## src/rtl/periodic_rst_seq_if.sv

```systemverilog
// Control/status bundle for periodic_rst_seq.
// The slave modport is the sequencer side, the master modport is the controller side.
interface periodic_rst_seq_if #(
  parameter int unsigned N_CH = 2
) ();
  logic            enable_in;
  logic            mode_in;
  logic            trig_in;
  logic [N_CH-1:0] rst_out;
  logic            busy_out;
  logic [15:0]     cycle_cnt_out;

  modport master (
    output enable_in,
    output mode_in,
    output trig_in,
    input  rst_out,
    input  busy_out,
    input  cycle_cnt_out
  );

  modport slave (
    input  enable_in,
    input  mode_in,
    input  trig_in,
    output rst_out,
    output busy_out,
    output cycle_cnt_out
  );
endinterface

```

## src/rtl/periodic_rst_seq.sv

```systemverilog
// Periodic reset sequencer: drives N_CH active-high resets with a programmable period,
// on-time and per-channel release stagger, timed by a free-running prescaler tick.
// Build option: define RSTSEQ_STAGGER_EN for staggered channel release; without it all
// channels release together when the count reaches ON_TIME.
module periodic_rst_seq #(
  parameter int unsigned PRESCALE = 100,
  parameter int unsigned PERIOD   = 10000000,
  parameter int unsigned ON_TIME  = 1000000,
  parameter int unsigned N_CH     = 2,
  parameter int unsigned STAGGER  = 16,
  parameter int unsigned CNT_W    = 30
) (
  input  logic               clk_in,
  input  logic               rst_n_in,
  periodic_rst_seq_if.slave  bus_io
);

  localparam int unsigned PrescW = (PRESCALE > 1) ? $clog2(PRESCALE) : 1;
`ifdef RSTSEQ_STAGGER_EN
  localparam int unsigned StaggerEff = STAGGER;
`else
  localparam int unsigned StaggerEff = 0;
`endif
  localparam logic [PrescW-1:0] PrescLast = PrescW'(PRESCALE - 1);
  localparam logic [CNT_W-1:0]  OnTimeC   = CNT_W'(ON_TIME);
  localparam logic [CNT_W-1:0]  RelEndC   = CNT_W'(ON_TIME + (N_CH - 1) * StaggerEff);
  localparam logic [CNT_W-1:0]  PeriodM1  = CNT_W'(PERIOD - 1);

  typedef enum logic [1:0] {StIdle, StAssert, StRelease, StRun} state_e;

  state_e             state_q, state_d;
  logic [PrescW-1:0]  presc_q;
  logic [CNT_W-1:0]   cnt_q, cnt_d, cnt_inc;
  logic [N_CH-1:0]    rst_q, rst_d;
  logic               busy_q, busy_d;
  logic [15:0]        cycle_q, cycle_d;
  logic               tick;

  // Count at which channel ch leaves reset.
  function automatic logic [CNT_W-1:0] rel_thr(input int unsigned ch);
    return CNT_W'(ON_TIME + ch * StaggerEff);
  endfunction

  assign tick    = (presc_q == PrescLast);
  assign cnt_inc = cnt_q + CNT_W'(1);

  // Free-running prescaler; never restarted by a trigger.
  always_ff @(posedge clk_in or negedge rst_n_in) begin
    if (!rst_n_in) begin
      presc_q <= '0;
    end else if (tick) begin
      presc_q <= '0;
    end else begin
      presc_q <= presc_q + PrescW'(1);
    end
  end

  // Sequencer next state, tick counter and registered outputs.
  always_comb begin
    state_d = state_q;
    cnt_d   = cnt_q;
    cycle_d = cycle_q;
    unique case (state_q)
      StIdle: begin
        if (bus_io.trig_in || (bus_io.enable_in && !bus_io.mode_in)) begin
          state_d = StAssert;
          cnt_d   = '0;
        end
      end
      StAssert, StRelease: begin
        if (tick) begin
          cnt_d = cnt_inc;
          // Completion is checked first so an unstaggered build skips RELEASE entirely.
          if (cnt_inc == RelEndC) begin
            cycle_d = cycle_q + 16'd1;
            state_d = (bus_io.enable_in && !bus_io.mode_in) ? StRun : StIdle;
          end else if (cnt_inc == OnTimeC) begin
            state_d = StRelease;
          end
        end
      end
      StRun: begin
        if (bus_io.trig_in) begin
          state_d = StAssert;
          cnt_d   = '0;
        end else if (!bus_io.enable_in) begin
          state_d = StIdle;
        end else if (tick) begin
          if (cnt_q == PeriodM1) begin
            state_d = StAssert;
            cnt_d   = '0;
          end else begin
            cnt_d = cnt_inc;
          end
        end
      end
      default: state_d = StIdle;
    endcase

    busy_d = (state_d == StAssert) || (state_d == StRelease);
    for (int unsigned i = 0; i < N_CH; i++) begin
      rst_d[i] = busy_d && (cnt_d < rel_thr(i));
    end
  end

  // State and output registers; reset starts a full power-up sequence.
  always_ff @(posedge clk_in or negedge rst_n_in) begin
    if (!rst_n_in) begin
      state_q <= StAssert;
      cnt_q   <= '0;
      rst_q   <= '1;
      busy_q  <= 1'b1;
      cycle_q <= '0;
    end else begin
      state_q <= state_d;
      cnt_q   <= cnt_d;
      rst_q   <= rst_d;
      busy_q  <= busy_d;
      cycle_q <= cycle_d;
    end
  end

  assign bus_io.rst_out       = rst_q;
  assign bus_io.busy_out      = busy_q;
  assign bus_io.cycle_cnt_out = cycle_q;

endmodule

```

## src/flat_wrapper.sv

```systemverilog
// flat-port wrapper written by rule: the top's interface ports become plain ports
module periodic_rst_seq_flat 
#(
  parameter int unsigned PRESCALE = 100,
  parameter int unsigned PERIOD   = 10000000,
  parameter int unsigned ON_TIME  = 1000000,
  parameter int unsigned N_CH     = 2,
  parameter int unsigned STAGGER  = 16,
  parameter int unsigned CNT_W    = 30
)
  (clk_in, rst_n_in, bus_io_enable_in, bus_io_mode_in, bus_io_trig_in, bus_io_rst_out, bus_io_busy_out, bus_io_cycle_cnt_out);
  periodic_rst_seq_if #(.N_CH(N_CH)) bus_io_i ();
  input  logic clk_in;
  input  logic rst_n_in;
  input wire logic [$bits(bus_io_i.enable_in)-1:0] bus_io_enable_in;
  input wire logic [$bits(bus_io_i.mode_in)-1:0] bus_io_mode_in;
  input wire logic [$bits(bus_io_i.trig_in)-1:0] bus_io_trig_in;
  output wire logic [$bits(bus_io_i.rst_out)-1:0] bus_io_rst_out;
  output wire logic [$bits(bus_io_i.busy_out)-1:0] bus_io_busy_out;
  output wire logic [$bits(bus_io_i.cycle_cnt_out)-1:0] bus_io_cycle_cnt_out;
  assign bus_io_i.enable_in = bus_io_enable_in;
  assign bus_io_i.mode_in = bus_io_mode_in;
  assign bus_io_i.trig_in = bus_io_trig_in;
  assign bus_io_rst_out = bus_io_i.rst_out;
  assign bus_io_busy_out = bus_io_i.busy_out;
  assign bus_io_cycle_cnt_out = bus_io_i.cycle_cnt_out;
  periodic_rst_seq #(.PRESCALE(PRESCALE), .PERIOD(PERIOD), .ON_TIME(ON_TIME), .N_CH(N_CH), .STAGGER(STAGGER), .CNT_W(CNT_W)) u_core (.clk_in(clk_in), .rst_n_in(rst_n_in), .bus_io(bus_io_i));
endmodule
```

## config.mk

```make
export PLATFORM = sky130hd
export DESIGN_NAME = periodic_rst_seq_flat
export DESIGN_NICKNAME = d
export VERILOG_FILES = /design/src/rtl/periodic_rst_seq_if.sv /design/src/rtl/periodic_rst_seq.sv /design/src/flat_wrapper.sv
export SDC_FILE = /design/constraint.sdc
export NUM_CORES = 1
export LEC_CHECK = 0
export ABC_AREA = 1
export CAP_MARGIN = 20
export CORE_MARGIN = 2
export CORE_UTILIZATION = 34
export CTS_CLUSTER_SIZE = 24
export DETAILED_ROUTE_END_ITERATION = 8
export GPL_TIMING_DRIVEN = 0
export HOLD_SLACK_MARGIN = 0.03
export SLEW_MARGIN = 20
export SYNTH_ARGS = -nofsm -noshare
export SYNTH_HDL_FRONTEND = slang
export SYNTH_SLANG_ARGS = --single-unit
```

## constraint.sdc

```tcl
create_clock -name clk_in -period 2.3 [get_ports clk_in]
set_clock_uncertainty 0.15 [all_clocks]
set_input_delay 0.345 -clock clk_in [delete_from_list [all_inputs] [get_ports clk_in]]
set_output_delay 0.345 -clock clk_in [all_outputs]
set_load 0.02 [all_outputs]
```

==> metrics.log <==
[metrics] worst-path fanout max: 4
[metrics] average footprint of a synthesized cell: 6.15 µm²
[metrics] H-tree lvl count: 3
[metrics] flip-flop cell with the highest count after synthesis: sky130_fd_sc_hd__dfrtp_1
[metrics] normalized max-slew margin: 61.0%
[metrics] metal1 wirelength: 7570 µm
[metrics] via-per-instance ratio: 5.15
[metrics] final clock period utilization by the worst path: 119%
[metrics] Final Hold Viols: 0
[metrics] uppermost metal layer occupied by signal nets: met4
[metrics] Die W: 124 µm
[metrics] die span in y: 124 µm
[metrics] Synthesized Nets: 813
[metrics] pin count of the biggest net entering global routing: 32
[metrics] initial core utilization: 35.1%
[metrics] aggregate global-route resource usage: 21.5%
[metrics] power per unit of standard cell area: 541 nW/µm²
[metrics] slack of the worst reg-to-reg path: -430 ps
[metrics] Setup crit start kind: flop
[metrics] post-detailed-route count of antenna-violating nets: 0
[metrics] placed inst area: 5440 µm²
[metrics] post-layout min period: 2730 ps
[metrics] Arrival @ worst endpoint: 2810 ps
[metrics] final setup vio count: 21
[metrics] first-pass iteration count of the detailed router: 6
[metrics] clock latency on the worst-skew pair: 340 ps
[metrics] row count: 43
[metrics] Total Wirelength: 16800 µm
[metrics] failing checks: negative setup slack
[metrics] number of antenna diodes: 0
[metrics] post-placement setup slack: -771 ps
[metrics] routed length per instance: 15.8 µm
[metrics] Synth cell types: 42
[metrics] iteration-0 DRC count of the detailed router: 477
[metrics] core box area: 14000 µm²
[metrics] estimated wirelength of the detail-placed design: 12400 µm
[metrics] Post-Layout Inst Area: 6520 µm²
[metrics] launching point of the worst reg2reg path: u_core.cnt_q[1]$_DFFE_PN0P_
[metrics] clock input transition at the sequential cells of the worst setup and hold paths: 50 ps
[metrics] Hold Slack: 307 ps
[metrics] Slew Viols, Final: 0
[metrics] cell count after synthesis: 802
[metrics] number of antenna violations at the first check in global routing: 0
[metrics] proportion of register bits with asynchronous set or reset after synthesis: 100%
[metrics] largest voltage drop on the vdd net: 0.000300 V
[metrics] DRC violation count after routing: 0
[metrics] clk root buf: sky130_fd_sc_hd__clkbuf_16
[metrics] area added between synthesis and finish: 32.3%
[metrics] via total after detailed routing: 5495
[metrics] remaining global-route overflow: 0
[metrics] via count of the first global-routing pass: 5118
[metrics] number of buffers on the longest clock path: 2
[metrics] Max Cap Violations: 0
[metrics] CTS sink cnt: 57
[metrics] clock tree from TritonCTS: yes
[metrics] DR WL met2: 7720 µm
[metrics] start point of the critical path: u_core.cnt_q[1]$_DFFE_PN0P_
[metrics] number of I/O pins: 24
[metrics] required time at the worst-slack endpoint: 2380 ps
[metrics] Net count, final: 892
[metrics] routed length on met3: 1010 µm
[metrics] unrepaired setup endpoints after global routing: true
[metrics] routability congestion estimate: 0.921
[metrics] final total negative setup slack: -6240 ps
[metrics] kind of critical path: flop to flop
[metrics] Worst Setup End Kind: flop
[metrics] layout cell share with drive strength beyond 1: 25.5%
[metrics] count of port buffers added during placement: 22
[metrics] first-pass GRT wire length: 26300 µm
[metrics] Inserted Clock Buffers: 9
[metrics] count of flip-flops with a built-in enable after synthesis: 0
[metrics] path category of the worst min-delay check: flop to flop
[metrics] R2R cell count: 17
[metrics] static power due to leakage: 3.09 nW
[metrics] Final Worst Setup Slack: -431 ps
[metrics] worst setup path endpoint: u_core.bus_io.cycle_cnt_out[1]$_DFFE_PN0P_
[metrics] total die area: 15500 µm²
[metrics] register area share after synthesis: 29.0%
[metrics] worst reg2reg endpoint: u_core.bus_io.cycle_cnt_out[1]$_DFFE_PN0P_
[metrics] register bit count reported by yosys: 57
[metrics] upper clock frequency limit: 0.366 GHz
[metrics] measured slew at the worst slew-check pin: 586 ps
[metrics] result of the run: complete, but fails checks
[metrics] synth warn: 0
[metrics] post-synth design cell area: 4930 µm²
[where the power goes]
group	total (mW)	internal (mW)	switching (mW)	leakage [nW]
Sequential	1.08	1.06	0.0191	0.744
Combinational	0.963	0.325	0.638	2.20
Clock	1.49	0.956	0.531	0.153
Total	3.53	2.34	1.19	3.09
[per-layer routing]
layer  track usage [%]  up-vias
li1                  -     2724
met1              28.8     2552
met2              34.2      184
met3              3.95       35
met4              8.53        0
met5                 0        -
[cell families (layout without fill, tap and decap cells)]
kind of cell               count (synthesis)  after routing  share of synthesized area (%)
AOI/OAI and AO/OA                         88             88                           9.65
adders and majority gates                  6              6                           1.52
muxes                                      1              1                          0.228
buffers and inverters                    114            198                           8.86
xor gates and xnor gates                  16             16                           2.84
and+or+nand+nor                          520            520                           47.9
DFF                                       57             57                           29.0
[flip-flops by register name, summed over array words and instances, names as in the netlist]
name / cells
u_core.cnt_q: 30
u_core.bus_io.cycle_cnt_out: 16
u_core.presc_q: 7
u_core.state_q: 2
u_core.bus_io.busy_out: 1
u_core.bus_io.rst_out: 1
[Yosys cell counts, drive strengths merged (5+ instances only)]
cell / count / area, µm²
clkbuf: 14 / 52.6
a21oi: 10 / 50.1
inv: 93 / 349
ha: 6 / 75.1
xnor2: 7 / 61.3
dfrtp: 54 / 1350
nand3: 65 / 363
nand4: 20 / 125
nor2: 120 / 587
nor3: 9 / 50.1
o22ai: 7 / 43.8
o21ai: 62 / 310
buf: 5 / 27.5
nand2: 297 / 1170
xor2: 9 / 78.8
[worst max-delay path: stages (launching register included)]
cell	delay (ps)
sky130_fd_sc_hd__dfrtp_2	440
sky130_fd_sc_hd__ha_4	190
sky130_fd_sc_hd__nand2_4	80
sky130_fd_sc_hd__nor2_4	60
sky130_fd_sc_hd__buf_6	120
sky130_fd_sc_hd__buf_4	130
sky130_fd_sc_hd__nand3_1	70
sky130_fd_sc_hd__nand2_1	80
sky130_fd_sc_hd__nor2_1	90
sky130_fd_sc_hd__nand2_1	100
sky130_fd_sc_hd__nor2_2	130
sky130_fd_sc_hd__nand3_2	100
sky130_fd_sc_hd__nor2_4	130
sky130_fd_sc_hd__nand2_4	100
sky130_fd_sc_hd__nor2_8	140
sky130_fd_sc_hd__buf_4	130
sky130_fd_sc_hd__buf_6	90
sky130_fd_sc_hd__mux2_4	280
[layout by cell type (no fill, tap or decap), types with 3 or more instances in the layout]
master and n:
sky130_fd_sc_hd__a21oi_1 8, sky130_fd_sc_hd__dfrtp_2 16, sky130_fd_sc_hd__nor3_1 6, sky130_fd_sc_hd__nor2_8 3, sky130_fd_sc_hd__clkdlybuf4s50_1 21, sky130_fd_sc_hd__dfrtp_1 38
sky130_fd_sc_hd__buf_4 42, sky130_fd_sc_hd__clkinvlp_4 3, sky130_fd_sc_hd__nand3_1 49, sky130_fd_sc_hd__o21ai_0 44, sky130_fd_sc_hd__nand3_2 14, sky130_fd_sc_hd__dfstp_2 3
sky130_fd_sc_hd__nand4_1 20, sky130_fd_sc_hd__nand2_4 12, sky130_fd_sc_hd__nor2_1 79, sky130_fd_sc_hd__clkbuf_2 6, sky130_fd_sc_hd__clkbuf_1 4, sky130_fd_sc_hd__xnor2_1 7
sky130_fd_sc_hd__nand2_2 35, sky130_fd_sc_hd__inv_2 8, sky130_fd_sc_hd__clkbuf_4 3, sky130_fd_sc_hd__o21ai_2 5, sky130_fd_sc_hd__nand2_1 250, sky130_fd_sc_hd__clkbuf_16 9
sky130_fd_sc_hd__buf_6 6, sky130_fd_sc_hd__o22ai_1 7, sky130_fd_sc_hd__nor2_2 18, sky130_fd_sc_hd__inv_1 84, sky130_fd_sc_hd__o21ai_1 13, sky130_fd_sc_hd__xor2_1 9
sky130_fd_sc_hd__ha_1 4, sky130_fd_sc_hd__nor2_4 20
[worst min path at each step]
stage          slack, ps                                    endpoint                   startpoint  cells after the start
2_1_floorplan       -100  u_core.bus_io.cycle_cnt_out[0]$_DFFE_PN0P_                     rst_n_in                      0
3_3_place_gp         300                 u_core.presc_q[0]$_DFF_PN0_  u_core.presc_q[0]$_DFF_PN0_                      1
3_5_place_dp         140                  u_core.cnt_q[20]$_DFF_PN0_                     rst_n_in                      1
4_1_cts              310                 u_core.presc_q[0]$_DFF_PN0_  u_core.presc_q[0]$_DFF_PN0_                      1
5_1_grt              340                 u_core.presc_q[0]$_DFF_PN0_  u_core.presc_q[0]$_DFF_PN0_                      1
6_report             310                 u_core.presc_q[0]$_DFF_PN0_  u_core.presc_q[0]$_DFF_PN0_                      1
[repair_timing]
item                                    in CTS  in global routing
endpoints found under the setup margin      47                 37
buffers inserted                            34                 12
cloned                                       0                  0
hold buffers                                 1                  0
endpoints found under the hold margin       26                  0
pin swaps                                   34                 29
gates resized for setup                     85                 62
[stage by stage]
step | utilization, % | power, mW | std cells
final | 46.4 | 3.53 | 1066
after global routing | 46.4 | 3.68 | 1066
after CTS | 44.5 | 3.48 | 1054
after detailed placement | 38.8 | 1.86 | 1005
after global placement | 38.6 | 1.86 | 1004
after floorplan | - | 1.57 | 802
[layout make-up]
type	instances	area, µm²
Buffer	17	96.3
Clock buffer	9	225
Clock inverter	7	101
Fill cell	1430	7520
Inverter	95	362
Multi-Input combinational cell	631	3430
Sequential cell	57	1450
Tap cell	180	225
Timing Repair Buffer	70	624
No activity file was read; power rests on OpenSTA's default activity.
